===== src/rtl/rv_dm_arbiter.sv =====
// rv_dm_arbiter: shares one single-port data memory between the core data port
// and a host/debug port. One transaction in flight, round-robin on contention,
// optional per-transaction response timeout.
//
// Ports
//   clk_i, rst_i              clock, asynchronous active-high reset
//   dm_*                      core port: level load/store request, ready pulse
//   host_*                    host port: level request, ack pulse
//   mem_*                     memory side: one-cycle request strobe, valid response
module rv_dm_arbiter #(
  parameter int unsigned g_timeout = 256
) (
  input  logic        clk_i,
  input  logic        rst_i,
  input  logic [31:0] dm_addr_i,
  input  logic [31:0] dm_data_s_i,
  input  logic [3:0]  dm_data_select_i,
  input  logic        dm_load_i,
  input  logic        dm_store_i,
  output logic [31:0] dm_data_l_o,
  output logic        dm_ready_o,
  output logic        dm_err_o,
  input  logic [31:0] host_addr_i,
  input  logic [31:0] host_data_i,
  input  logic        host_wr_i,
  input  logic        host_req_i,
  output logic [31:0] host_data_o,
  output logic        host_ack_o,
  output logic        host_err_o,
  output logic [31:0] mem_addr_o,
  output logic [31:0] mem_data_o,
  output logic [3:0]  mem_sel_o,
  output logic        mem_we_o,
  output logic        mem_req_o,
  input  logic [31:0] mem_data_i,
  input  logic        mem_valid_i
);

  localparam int unsigned CNT_W = 16;
  localparam bit TO_EN = (g_timeout != 0);
  localparam logic [CNT_W-1:0] TO_LAST = TO_EN ? CNT_W'(g_timeout - 1) : '0;

  typedef enum logic [1:0] {S_IDLE, S_ISSUE, S_WAIT, S_DONE} state_t;
  typedef enum logic {P_CORE, P_HOST} port_t;

  state_t           state;
  port_t            grant;
  port_t            last_grant;
  logic             bad_q;
  logic [CNT_W-1:0] cnt;

  logic             core_req_c;
  logic             grant_host_c;
  logic             fin_c;
  logic             fin_err_c;
  logic [31:0]      fin_data_c;

  // Arbitration: a lone requester wins; on contention the port not served last wins.
  always_comb begin
    core_req_c   = dm_load_i | dm_store_i;
    grant_host_c = host_req_i & (~core_req_c | (last_grant == P_CORE));
  end

  // Completion detection and the response payload handed to the granted port.
  always_comb begin
    fin_c      = 1'b0;
    fin_err_c  = 1'b0;
    fin_data_c = '0;
    case (state)
      S_ISSUE: begin
        if (bad_q) begin
          fin_c     = 1'b1;
          fin_err_c = 1'b1;
        end
      end
      S_WAIT: begin
        if (mem_valid_i) begin
          fin_c      = 1'b1;
          fin_data_c = mem_we_o ? '0 : mem_data_i;
        end else if (TO_EN && (cnt == TO_LAST)) begin
          fin_c     = 1'b1;
          fin_err_c = 1'b1;
        end
      end
      default: ;
    endcase
  end

  // Transaction FSM with registered outputs.
  always_ff @(posedge clk_i or posedge rst_i) begin
    if (rst_i) begin
      state       <= S_IDLE;
      grant       <= P_CORE;
      last_grant  <= P_HOST;
      bad_q       <= 1'b0;
      cnt         <= '0;
      dm_data_l_o <= '0;
      dm_ready_o  <= 1'b0;
      dm_err_o    <= 1'b0;
      host_data_o <= '0;
      host_ack_o  <= 1'b0;
      host_err_o  <= 1'b0;
      mem_addr_o  <= '0;
      mem_data_o  <= '0;
      mem_sel_o   <= '0;
      mem_we_o    <= 1'b0;
      mem_req_o   <= 1'b0;
    end else begin
      dm_ready_o <= 1'b0;
      dm_err_o   <= 1'b0;
      host_ack_o <= 1'b0;
      host_err_o <= 1'b0;

      if (fin_c) begin
        state      <= S_DONE;
        bad_q      <= 1'b0;
        mem_req_o  <= 1'b0;
        mem_addr_o <= '0;
        mem_data_o <= '0;
        mem_sel_o  <= '0;
        mem_we_o   <= 1'b0;
        if (grant == P_HOST) begin
          host_ack_o  <= 1'b1;
          host_err_o  <= fin_err_c;
          host_data_o <= fin_data_c;
        end else begin
          dm_ready_o  <= 1'b1;
          dm_err_o    <= fin_err_c;
          dm_data_l_o <= fin_data_c;
        end
      end else begin
        case (state)
          S_IDLE: begin
            if (core_req_c | host_req_i) begin
              state <= S_ISSUE;
              if (grant_host_c) begin
                grant      <= P_HOST;
                last_grant <= P_HOST;
                // Misaligned host access takes the ISSUE slot but never strobes memory.
                if (host_addr_i[1:0] != 2'b00) begin
                  bad_q <= 1'b1;
                end else begin
                  mem_req_o  <= 1'b1;
                  mem_addr_o <= host_addr_i;
                  mem_data_o <= host_data_i;
                  mem_sel_o  <= 4'b1111;
                  mem_we_o   <= host_wr_i;
                end
              end else begin
                grant      <= P_CORE;
                last_grant <= P_CORE;
                mem_req_o  <= 1'b1;
                mem_addr_o <= dm_addr_i;
                mem_data_o <= dm_data_s_i;
                mem_sel_o  <= dm_data_select_i;
                mem_we_o   <= dm_store_i;
              end
            end
          end
          S_ISSUE: begin
            mem_req_o <= 1'b0;
            cnt       <= '0;
            state     <= S_WAIT;
          end
          S_WAIT: begin
            cnt <= cnt + CNT_W'(1);
          end
          S_DONE: begin
            state <= S_IDLE;
          end
          default: begin
            state <= S_IDLE;
          end
        endcase
      end
    end
  end

endmodule

===== config.mk =====
export PLATFORM = sky130hd
export DESIGN_NAME = rv_dm_arbiter
export DESIGN_NICKNAME = d
export VERILOG_FILES = /design/src/rtl/rv_dm_arbiter.sv
export SDC_FILE = /design/constraint.sdc
export NUM_CORES = 1
export LEC_CHECK = 0
export BUFFER_PORTS_ARGS = -buffer_cell sky130_fd_sc_hd__buf_4
export CORE_ASPECT_RATIO = 1.2
export CORE_MARGIN = 3
export CORE_UTILIZATION = 44
export DETAILED_ROUTE_END_ITERATION = 7
export PLACE_DENSITY_LB_ADDON = 0.2
export RECOVER_POWER = 50
export SYNTH_ARGS = -nofsm -noshare
export SYNTH_HDL_FRONTEND = slang
export SYNTH_SLANG_ARGS = --single-unit

===== constraint.sdc =====
create_clock -name clk_i -period 5.3 [get_ports clk_i]
set_input_delay 0.795 -clock clk_i [delete_from_list [all_inputs] [get_ports clk_i]]
set_output_delay 0.795 -clock clk_i [all_outputs]
set_load 0.01 [all_outputs]

# After elaboration in Yosys (flattened, before gate mapping)
# Index checks and enable logic that the tools add are counted.
# W data, S select, Z words.
[op_classes]
add_sub_neg = 1
n_eq_ne = 7
muxes = 52
bitwise = 8
reduce_logical = 17
[op_table]
columns = ["operator", "count"]
rows = [
  ["$mux W32", 13],
  ["$pmux W16 S2", 1],
  ["$mux W1", 27],
  ["$mux W4", 5],
  ["$add A16 B1 Y16 const B", 1],
  ["$eq A16 B8 Y1 const B", 1],
  ["$reduce_bool A2 Y1", 6],
  ["$reduce_and A3 Y1", 3],
  ["$reduce_and A2 Y1", 4],
  ["$ne A3 B3 Y1 const B", 2],
  ["$pmux W1 S2", 3],
  ["$pmux W2 S3", 1],
  ["$eq A2 B2 Y1 const B", 2],
  ["$mux W2", 2],
  ["$ne A4 B4 Y1 const B", 1],
  ["$not A1 Y1", 4],
  ["$reduce_and A4 Y1", 1],
  ["$reduce_bool A4 Y1", 1],
  ["$or A1 B1 Y1", 3],
  ["$reduce_bool A3 Y1", 1],
  ["$eq A2 B1 Y1 const B", 1],
  ["$logic_not A2 Y1", 1],
  ["$and A1 B1 Y1", 1],
]
[totals]
regBits = 159
in_bits = 171
out_inout_bits = 138
wordCells = 101

# Depth between registers and ports, before layout
# Gate-level depths: netlist of the first run.
[depth]
word_depth = 8
ltp_mapped = 9
depth_no_buf = 7

# Worst setup path after synthesis of the first run
# Ideal clock, no wire load.
[synth_path]
kind = "input to register"
start = "input mem_valid_i"
end = "register cnt[12]"
setup_ns = 0.104
arrival_ns = 1.863
required_time_ns = 5.196
slack_ns = 3.333
cell_stages = 6
path_buffers = 1
cell_sequence = "nand2_1 -> nand3_2 -> o21bai_4 -> or2_1 -> buf_4 -> o41ai_2"
[synth_via]
elab_chain_len = 4
[synth_lines]
columns = ["item", "line", "rtl"]
rows = [
  ["start: declaration", "36", "input logic mem_valid_i"],
  ["$mux W1", "77", "if (mem_valid_i) begin"],
  ["$pmux W1 S2", "69", "case (state)"],
  ["$not A1 Y1 (no source line)", "n/a", ""],
  ["$reduce_and A2 Y1 (no source line)", "n/a", ""],
  ["end signal: assignment", "166", "cnt <= cnt + CNT_W'(1);"],
  ["end: declaration", "50", "logic [CNT_W-1:0] cnt;"],
]
# No other way between the ends.
# A chain may end at the register's enable or synchronous reset.

==> metrics.txt, run 1 <==
status finished with violations; violations in the final reports max-capacitance violations, max-slew violations; Syn. warnings 0; number of global-route vias before repair 6736; hold_buf cts 0; slowest CP cell clkinvlp_2; Net Count, Synth 945; setup skew after layout 0.0107 ns; DR pass1 iterations 4; Worst-Margin Slew 3.46 ns; total core area 16300 um2; Leak 4.96 nW; vias post-DR 6728; Port Buffers 308; Setup TNS 0 ns; final hold violation count 0; most common cell after layout, fill and taps aside buf_4; initial antenna violation count 0; DR WL/cell 17.2 um; routed wire length 21900 um; FMAX 290 MHz; Final WS setup 1.85 ns; num rows 51; Max stage delay on crit path 1.94 ns; crit-path leading delay family buffers and inverters; register area share after synthesis 54.1%; most frequent cells in the layout 198 x buf_4, 179 x nand2_1, 158 x dfrtp_1; endpoint type of the worst setup path asynchronous set/reset pin; dpl ws 2.29 ns; antenna-violating nets left 0; max-slew violations 78; post-CTS setup buffers 0; Die Y 148 um; CTS Root Cell clkbuf_16; Initial Util 45.0%; first-pass GRT wire length 34100 um; CP required 5.73 ns; peak supply drop 0.288 mV; Worst Path Arrival 3.87 ns; fin nets 1225; MaxCap Viol Count 1; Skew-Pair Late Insertion Delay 0.43 ns; dpl cells 1242; Die W 124 um; Inserted Diodes 0; CTS Buf Count 17; layout cells sized above 1 23.6%; Sink Count 159; Slew HR -132%; fillers 1560; Final Cycle Share 65.0%; Max Buffers Root-to-Sink 2; largest net degree at the start of global routing 78; Buf/Inv on CP 3; Total GRT Usage 23.9%; worst path cell trace clkbuf_4 > clkinvlp_2 > clkbuf_2; final estimated routing congestion in global placement 0.846; #FFs+latches synth 159; Most used DFF post-synth dfrtp_1; hold path endpoint host_data_o[31]$_DFFE_PP0P_; P per Cell Area 576 nW/um2; worst min-delay path startpoint host_data_o[31]$_DFFE_PP0P_; R2R Path End mem_data_o[5]$_DFFE_PP0P_; Reg2Reg Depth 7; residual DRC count 0; kind of critical path input port to asynchronous set/reset pin; drt via density 5.28; Post-synth EDFFs 0; Max FO, Critical Path 77; Area Growth Syn to Fin 34.4%; reg-to-reg startpoint state[0]$_DFFE_PP0P_; worst min path class flip-flop to flip-flop; die area 18300 um2; clock-pin transition on the worst setup and hold timing paths 0.06 ns; Cell variety after synth 47; mapped cell area 7350 um2; RSZ-0062 raised after global routing false; quantity of gates resized following cts 0; R2R Setup Slk 2.30 ns; GRT overflow 0; post-route minimum period 3.45 ns; Starting DRT DRC Count 355; area of the multi-input gates 3020 um2; hold path cells 1; FF+latch area 3980 um2; final setup violation count 0; H-tree Lvls 4; CTS tree built; Final HPWL DP 15700 um; Mapped Cells 769; asr flop ratio synth 100%; Mapped Avg Cell Area 9.56 um2; Cell Count, Final, Fillers Out 1274; IO Pins 309; Worst Setup Start Kind input port
==> how the worst max path moves through the flow <==
stage | endpoint | slack [ns] | depth (start not counted) | start
after floorplan | bad_q$_DFFE_PP0P_ | 0.22 | 1 | rst_i
after global placement | mem_data_o[4]$_DFFE_PP0P_ | 2.38 | 7 | state[0]$_DFFE_PP0P_
after detailed placement | mem_data_o[5]$_DFFE_PP0P_ | 2.29 | 7 | state[0]$_DFFE_PP0P_
after CTS | mem_data_o[3]$_DFFE_PP0P_ | 2.28 | 7 | state[0]$_DFFE_PP0P_
after global routing | mem_sel_o[3]$_DFFE_PP0P_ | 1.25 | 3 | rst_i
final | mem_sel_o[3]$_DFFE_PP0P_ | 1.85 | 3 | rst_i
==> cell usage after synthesis, drive strengths merged (2+ instances only) <==
master	number	area (um2)
a21oi	6	33.8
ha	5	62.6
o31ai	8	65.1
nand2	181	687
and2	2	12.5
o21ai	23	115
o41ai	5	58.8
or2	2	12.5
and4	2	17.5
o31a	2	17.5
and3	5	31.3
o21a	5	37.5
o211ai	2	42.5
o22ai	4	25.0
dfrtp	158	3950
a21o	65	488
nand4	3	18.8
a311oi	63	552
inv	8	30.0
a31oi	2	12.5
nor2	142	541
a22o	2	17.5
buf	24	214
clkbuf	33	124
a32oi	2	17.5
nand3	5	30.0
==> stage by stage <==
| stage | instance area [um2] | hold WS [ns] | utilization, % | total power [mW] |
|---|---|---|---|---|
| 3_5_place_dp | 9690 | 0.467 | 59.3 | 4.73 |
| 3_3_place_gp | 9690 | 0.460 | 59.3 | 4.67 |
| 2_1_floorplan | 7350 | 0.448 | - | 3.58 |
| 6_report | 9880 | 0.475 | 60.5 | 5.69 |
| 4_1_cts | 10300 | 0.481 | 63.2 | 6.07 |
| 5_1_grt | 9880 | 0.489 | 60.5 | 6.09 |
==> cell type report <==
type | instances | share of cell area (%)
Clock buffer | 18 | 4.45
Timing Repair Buffer | 318 | 19.7
Multi-Input combinational cell | 545 | 30.6
Inverter | 8 | 0.317
Tap cell | 212 | 2.68
Clock inverter | 14 | 2.05
Sequential cell | 159 | 40.3
==> metal layers <==
layer  track usage [%]  share of wire (%)  up-vias
met5                 0                  0        -
met4              9.70                3.1        0
met2              39.2                 48      249
met1              28.3                 40     3208
met3              8.57                8.7       39
li1                  -                  -     3232
==> where the power goes <==
part	total [mW]	internal, mW	switching [mW]
Sequential	2.00	1.72	0.282
Clock	1.32	0.809	0.512
Combinational	2.37	0.906	1.46
==> flip-flops by register name, indices dropped and copies added, names as in the netlist <==
signal / cells
dm_data_l_o: 32
host_data_o: 32
mem_addr_o: 32
mem_data_o: 32
cnt: 16
mem_sel_o: 4
state: 2
bad_q: 1
dm_err_o: 1
dm_ready_o: 1
grant: 1
host_ack_o: 1
host_err_o: 1
last_grant: 1
mem_req_o: 1
mem_we_o: 1
==> worst reg2reg max path, delay by kind of cell (launching register included) <==
family	cells	cell delay, ns
adders and majority gates	1	0.51
AOI/OAI and AO/OA	2	0.87
DFF	1	0.42
buffers and inverters	2	0.56
and+or+nand+nor	2	0.50
==> cells by family (layout without fill, tap and decap cells) <==
group	Yosys count	count (layout)	share of synthesized area (%)
AO/OA/AOI/OAI	193	193	20.8
adder cells (fa/ha/maj)	5	5	0.851
buffers and inverters	65	358	5.00
flip-flops	159	159	54.1
AND/OR/NAND/NOR	347	347	19.2
(Power assumes the default switching activity.)
==> run 2: changes to the inputs <==
==> constraint.sdc (replaced) <==
create_clock -name clk_i -period 3 [get_ports clk_i]
set_input_delay 0.45 -clock clk_i [delete_from_list [all_inputs] [get_ports clk_i]]
set_output_delay 0.45 -clock clk_i [all_outputs]
set_load 0.01 [all_outputs]
==> run 2 against run 1 <==
Against the previous run: the flow finishes with violations (max-capacitance violations); highest routed layer unchanged; count of clock-buffer cells in the layout decreased by 1; sequential share of layout area decreased by 0.83 points; largest power group unchanged; critical path depth increased by 4; cell count up 0.31%; hold slack got worse by 0.21 ns.
==> metrics.txt, run 2 (synthesis gave the netlist of run 1 again) <==
Initial Util 45.0% (unchanged); CP required 3.31 ns (was 5.73 ns); M1 wire length 8470 um (was 8790 um); largest net degree at the start of global routing 95 (was 78); final hold violation count 0 (unchanged); Reg2Reg Depth 7 (unchanged); crit-path leading delay family simple AND/OR/NAND/NOR gates (was buffers and inverters); DR WL/cell 17.2 um (about the same); dpl ws 0.548 ns (was 2.29 ns); Total GRT Usage 24.2% (was 23.9%); cell count along the critical path 7 (was 3); Area Growth Syn to Fin 37.2% (was 34.4%); GRT overflow 0 (unchanged); CTS Buf Count 17 (unchanged); slowest CP cell or2_1 (was clkinvlp_2); routed wire length on met3 2310 um (was 1910 um); Sink Count 159 (unchanged); reg-to-reg startpoint state[0]$_DFFE_PP0P_ (unchanged); Seq pwr share 34.8% (was 35.1%); most frequent cells in the layout 248 x buf_4, 179 x nand2_1, 158 x dfrtp_1 (was 198 x buf_4, 179 x nand2_1, 158 x dfrtp_1); vias post-DR 6739 (was 6728); RSZ-0062 raised after global routing false (unchanged); switching power 4.06 mW (was 2.26 mW); Worst-Margin Slew 1.49 ns (was 3.46 ns); R2R Path End cnt[14]$_DFFE_PP0P_ (was mem_data_o[5]$_DFFE_PP0P_); crit path launch state[0]$_DFFE_PP0P_ (was rst_i); hold_buf cts 0 (unchanged); hold path cells 3 (was 1); fin nets 1229 (was 1225); Die W 124 um (unchanged); combinational share of power 43.7% (was 41.6%); layout cells sized above 1 28.5% (was 23.6%); first-pass GRT wire length 34600 um (was 34100 um); Die Y 148 um (unchanged); Starting DRT DRC Count 371 (was 355); Int Pwr 6.16 mW (was 3.43 mW); Final HPWL DP 15700 um (about the same); met2 WL 10600 um (was 10500 um); antenna-violating nets left 0 (unchanged); die area 18300 um2 (unchanged); num rows 51 (unchanged); DR pass1 iterations 4 (unchanged); post-route minimum period 2.43 ns; R2R Setup Slk 0.57 ns (was 2.30 ns); setup skew after layout 0.0132 ns (was 0.0107 ns); post-CTS setup buffers 0 (unchanged); Inserted Diodes 0 (unchanged); Buf/Inv on CP 1 (was 3); crit path to cnt[14]$_DFFE_PP0P_ (was mem_sel_o[3]$_DFFE_PP0P_); final setup violation count 0 (unchanged); residual DRC count 0 (unchanged); Final WS setup 0.573 ns (was 1.85 ns); worst min path class input port to flip-flop (was flip-flop to flip-flop); Max FO, Critical Path 16 (was 77); Leak 5.16 nW (was 4.96 nW); most common cell after layout, fill and taps aside buf_4 (unchanged); Skew-Pair Late Insertion Delay 0.43 ns (about the same); final estimated routing congestion in global placement 0.844 (was 0.846); violations in the final reports max-capacitance violations (was max-capacitance violations, max-slew violations); status finished with violations (unchanged); Final Cycle Share 80.9%; Max stage delay on crit path 0.41 ns (was 1.94 ns); max-slew violations 0 (was 78); initial antenna violation count 0 (unchanged); placed instance area 9770 um2 (was 9690 um2); P per Cell Area 1010 nW/um2 (was 576 nW/um2); routed wire length 21900 um (about the same); final instance area 10100 um2 (was 9880 um2); Top Metal Used met4 (unchanged); H-tree Lvls 4 (unchanged); clock-pin transition on the worst setup and hold timing paths 0.06 ns (about the same); Port Buffers 308 (unchanged); quantity of gates resized following cts 0 (unchanged); Max Buffers Root-to-Sink 2 (unchanged); Worst Path Arrival 2.74 ns (was 3.87 ns); FMAX 412 MHz; endpoint type of the worst setup path flip-flop (was asynchronous set/reset pin); MaxCap Viol Count 1 (unchanged); CTS tree built (unchanged); Slew HR 0.810% (was -132%); drt via density 5.27 (was 5.28); CTS Root Cell clkbuf_16 (unchanged); Worst Setup Start Kind flip-flop (was input port); peak supply drop 0.727 mV (was 0.288 mV); Sw Share 39.7% (about the same); Setup TNS 0 ns (unchanged); clock share of power 21.5% (was 23.2%); number of global-route vias before repair 6558 (was 6736); kind of critical path flip-flop to flip-flop (was input port to asynchronous set/reset pin); worst path cell trace inv_1 > ha_1 > nand2_1 > nand3_2 > o21bai_4 > or2_1 > o41ai_1 (was clkbuf_4 > clkinvlp_2 > clkbuf_2); total core area 16300 um2 (unchanged); IO Pins 309 (unchanged)
==> run 2: cell types whose count changed in the layout (fill, tap and decap cells not counted), sizes merged <==
cell,before,now
clkbuf,138,88
buf,198,251
clkinvlp,5,3
bufinv,4,2
clkinv,1,3
inv,12,15
==> run 2: tightest hold or removal path: cells and delay by family <==
family                 cells  cell delay [ns]
AO/OA/AOI/OAI              1             0.05
buffers and inverters      1             0.08
AND/OR/NAND/NOR            1             0.07
==> run 2: power by group through the flow <==
| stage | sequential [mW] | combinational, mW | clock [mW] |
|---|---|---|---|
| floorplan | 3.88 | 2.44 | 0 |
| global placement | 3.57 | 4.74 | 0 |
| detailed placement | 3.60 | 4.83 | 0 |
| CTS | 3.57 | 4.83 | 2.25 |
| global route | 3.66 | 4.95 | 2.35 |
| finish | 3.56 | 4.47 | 2.20 |
==> run 2: cell type report <==
class                   instances  area [um2]
flip-flops and latches        159        3980
repair buffers                322        2190
inverters                       8        31.3
clock buffers                  17         425
fillers                      1496        6250
multi-input cells             545        3020
clock inverters                15         174
well taps                     212         265
==> run 2: how the worst min path moves through the flow <==
stage / slack, ns / from / to
floorplan: 0.45 / cnt[15]$_DFFE_PP0P_ / cnt[15]$_DFFE_PP0P_
global placement: 0.46 / dm_data_l_o[17]$_DFFE_PP0P_ / dm_data_l_o[17]$_DFFE_PP0P_
detailed placement: 0.47 / host_data_o[29]$_DFFE_PP0P_ / host_data_o[29]$_DFFE_PP0P_
CTS: 0.13 / rst_i / dm_data_l_o[8]$_DFFE_PP0P_
global route: 0.27 / host_addr_i[12] / mem_addr_o[12]$_DFFE_PP0P_
finish: 0.27 / dm_data_select_i[2] / mem_sel_o[2]$_DFFE_PP0P_
==> run 2: stage by stage <==
stage / power [mW] / hold WS [ns] / cells / util, %
floorplan: 6.32 / 0.448 / 769 / -
CTS: 10.6 / 0.129 / 1278 / 63.4
detailed placement: 8.43 / 0.466 / 1246 / 59.8
global route: 11.0 / 0.267 / 1278 / 61.8
finish: 10.2 / 0.268 / 1278 / 61.8
global placement: 8.31 / 0.460 / 1246 / 59.8
==> run 2: metal layers <==
metal / GRT usage [%] / vias to the layer above
met2: 38.8 / 270
met3: 9.80 / 30
li1: - / 3235
met5: 0 / -
met1: 29.8 / 3204
met4: 7.95 / 0
==> run 3: changes to the inputs <==
--- a/config.mk
+++ b/config.mk
@@ -5,10 +5,11 @@
 export SDC_FILE = /design/constraint.sdc
 export NUM_CORES = 1
 export LEC_CHECK = 0
+export ABC_AREA = 1
 export BUFFER_PORTS_ARGS = -buffer_cell sky130_fd_sc_hd__buf_4
 export CORE_ASPECT_RATIO = 1.2
 export CORE_MARGIN = 3
-export CORE_UTILIZATION = 44
+export CORE_UTILIZATION = 45
 export DETAILED_ROUTE_END_ITERATION = 7
 export PLACE_DENSITY_LB_ADDON = 0.2
 export RECOVER_POWER = 50
==> constraint.sdc (replaced) <==
create_clock -name clk_i -period 2 [get_ports clk_i]
set_input_delay 0.3 -clock clk_i [delete_from_list [all_inputs] [get_ports clk_i]]
set_output_delay 0.3 -clock clk_i [all_outputs]
set_load 0.01 [all_outputs]
==> run 3 against run 2 <==
Against the previous run: the flow now finishes without violations; register-to-register slack worse by 0.48 ns; first-iteration DRC count rose by 21%; area after synthesis grew 10%; clock skew decreased by 0.0033 ns; critical path type unchanged; critical endpoint is now mem_addr_o[31]$_DFFE_PP0P_.
==> metrics.txt, run 3 <==
Post-synth EDFFs 0 (unchanged); Cell variety after synth 30 (was 47); number of global-route vias before repair 7921 (was 6558); Cell Count, Final, Fillers Out 1628 (was 1278); status complete, no violations (was finished with violations); dpl cells 1584 (was 1246); fin nets 1571 (was 1229); MaxCap Viol Count 0 (was 1); die area 19700 um2 (was 18300 um2); Net Count, Synth 1265 (was 945); Leak 6.31 nW (was 5.16 nW); hold path endpoint dm_err_o$_DFF_PP0_ (was mem_sel_o[2]$_DFFE_PP0P_); worst min-delay path startpoint mem_valid_i (was dm_data_select_i[2]); IO Pins 309 (unchanged); initial antenna violation count 0 (unchanged); hold path cells 3 (unchanged); placed instance area 10800 um2 (was 9770 um2); routed wire length 25600 um (was 21900 um); largest area contributor in the netlist dfrtp_1 (unchanged); Inserted Diodes 0 (unchanged); Reg2Reg Depth 13 (was 7); Setup TNS 0 ns (unchanged); Finished Core Util 64.7% (was 61.8%); final instance area 11400 um2 (was 10100 um2); most frequent cell after synthesis nand2_1 (unchanged); R2R Path End mem_addr_o[31]$_DFFE_PP0P_ (was cnt[14]$_DFFE_PP0P_); Area Growth Syn to Fin 40.3% (was 37.2%); worst path cell trace buf_4 > ha_1 > nand2_1 > nand2_1 > inv_1 > nand2_2 > nand2_4 > buf_12 > nand3_4 > nand2_8 > clkbuf_16 > nand2_1 > nand2_1 (was inv_1 > ha_1 > nand2_1 > nand3_2 > o21bai_4 > or2_1 > o41ai_1); antenna-violating nets left 0 (unchanged); Max stage delay on crit path 0.38 ns (was 0.41 ns); final estimated routing congestion in global placement 0.958 (was 0.844); largest net degree at the start of global routing 66 (was 95); layout cells sized above 1 24.5% (was 28.5%); first-pass GRT wire length 39900 um (was 34600 um); Syn. warnings 0 (unchanged); kind of critical path flip-flop to flip-flop (unchanged); num rows 53 (was 51); dpl ws -0.00336 ns (was 0.548 ns); asr flop ratio synth 100% (unchanged); RSZ-0062 raised after global routing true (was false); #FFs+latches synth 159 (unchanged); worst min path class input port to flip-flop (unchanged); Yosys top cell area share 48.8% (was 53.8%); Max FO, Critical Path 14 (was 16); Total GRT Usage 25.1% (was 24.2%); max-slew violations 0 (unchanged); Die W 129 um (was 124 um); P per Cell Area 1350 nW/um2 (was 1010 nW/um2); Worst Path Arrival 2.26 ns (was 2.74 ns); synth top area cells dfrtp_1 49%, nand2_1 25%, o2111ai_1 7.0% (was dfrtp_1 54%, nand2_1 9.2%, a311oi_1 7.5%); reg-to-reg startpoint state[0]$_DFFE_PP0P_ (unchanged); most frequent cells in the layout 545 x nand2_1, 271 x buf_4, 158 x dfrtp_1 (was 248 x buf_4, 179 x nand2_1, 158 x dfrtp_1); Initial Util 46.1% (was 45.0%); mapped cell area 8110 um2 (was 7350 um2); CTS tree built (unchanged); H-tree Lvls 4 (unchanged); total chip power 15.4 mW (was 10.2 mW); Die Y 153 um (was 148 um); Most used DFF post-synth dfrtp_1 (unchanged); DR WL/cell 15.7 um (was 17.2 um); post-route minimum period 1.91 ns (was 2.43 ns); Final WS setup 0.0936 ns (was 0.573 ns); Mapped Avg Cell Area 7.44 um2 (was 9.56 um2); Final HPWL DP 18100 um (was 15700 um); Final Cycle Share 95.3% (was 80.9%); Starting DRT DRC Count 449 (was 371); Worst Setup Start Kind flip-flop (unchanged); CTS Buf Count 17 (unchanged); FMAX 525 MHz (was 412 MHz); drt via density 5.11 (was 5.27); slowest CP cell dfrtp_1 (was or2_1); R2R Setup Slk 0.09 ns (was 0.57 ns); most frequent cells after synthesis 548 x nand2_1, 158 x dfrtp_1, 65 x o2111ai_1 (was 180 x nand2_1, 158 x dfrtp_1, 141 x nor2_1); Mapped Cells 1089 (was 769); Max Buffers Root-to-Sink 2 (unchanged); Slew HR 33.1% (was 0.810%); clock-pin transition on the worst setup and hold timing paths 0.07 ns (was 0.06 ns); residual DRC count 0 (unchanged); Worst-Margin Slew 1.00 ns (was 1.49 ns); total core area 17600 um2 (was 16300 um2); Skew-Pair Late Insertion Delay 0.43 ns (about the same); register area share after synthesis 49.1% (was 54.1%); Sink Count 159 (unchanged); CTS Root Cell clkbuf_16 (unchanged); most common cell after layout, fill and taps aside nand2_1 (was buf_4); final setup violation count 0 (unchanged); Port Buffers 308 (unchanged); setup skew after layout 0.00994 ns (was 0.0132 ns); GRT overflow 0 (unchanged); final hold violation count 0 (unchanged); CP required 2.36 ns (was 3.31 ns); vias post-DR 8323 (was 6739); most frequent cell on the critical path nand2_1; DR pass1 iterations 5 (was 4); endpoint type of the worst setup path flip-flop (unchanged); peak supply drop 0.741 mV (was 0.727 mV); hold slack 0.189 ns (was 0.268 ns)
## run 3: worst max-delay path, delay by kind of cell, from the launching register on
kind                       cells  cell delay [ns]
and+or+nand+nor                8             0.69
buffers and inverters          4             0.56
DFF                            1             0.38
adders and majority gates      1             0.20
## run 3: metal layers
| metal | share of wire, % | GRT usage, % |
|---|---|---|
| met4 | 3.4 | 9.95 |
| met5 | 0 | 0 |
| met1 | 40 | 31.4 |
| met2 | 49 | 41.4 |
| met3 | 7.1 | 6.57 |
## run 3: how the worst max path moves through the flow
stage                         start                     endpoint  slack, ns  cells past startpoint
2_1_floorplan                 rst_i            bad_q$_DFFE_PP0P_      -0.31                      1
3_3_place_gp     cnt[0]$_DFFE_PP0P_  dm_data_l_o[21]$_DFFE_PP0P_       0.08                     10
3_5_place_dp   state[0]$_DFFE_PP0P_  host_data_o[12]$_DFFE_PP0P_     -0.003                     12
4_1_cts        state[0]$_DFFE_PP0P_  host_data_o[30]$_DFFE_PP0P_      0.005                     12
5_1_grt        state[0]$_DFFE_PP0P_   mem_addr_o[31]$_DFFE_PP0P_      -0.05                     13
6_report       state[0]$_DFFE_PP0P_   mem_addr_o[31]$_DFFE_PP0P_       0.09                     13
## run 3: layout make-up
class / count / area (um2)
fillers: 1628 / 6200
flip-flops and latches: 159 / 3980
multi-input cells: 792 / 3620
repair buffers: 361 / 2690
clock buffers: 17 / 425
well taps: 220 / 275
inverters: 64 / 244
clock inverters: 15 / 140
## run 3: kinds of logic (layout without fill, tap and decap cells)
group                      count (synthesis)  count (layout)  share of synthesized area (%)
and+or+nand+nor                          661             661                           32.0
DFF                                      159             159                           49.1
adders and majority gates                  5               5                          0.772
buffers and inverters                    138             457                           7.12
AOI/OAI and AO/OA                        126             126                           11.0
## run 3: report_power, final
part | switching, mW | leakage, nW | internal [mW]
clock | 1.48 | 0.280 | 1.65
combinational | 4.37 | 3.92 | 2.92
sequential | 0.627 | 2.12 | 4.35
## run 3: timing repair
| item | in CTS | in global routing |
|---|---|---|
| gates resized for setup | 2 | 11 |
| endpoints found under the hold margin | 3 | 0 |
| gates cloned | 1 | 3 |
| pin swaps | 1 | 2 |
| setup endpoints to repair | 13 | 136 |
| setup buffers | 1 | 6 |
| hold buffers | 1 | 0 |
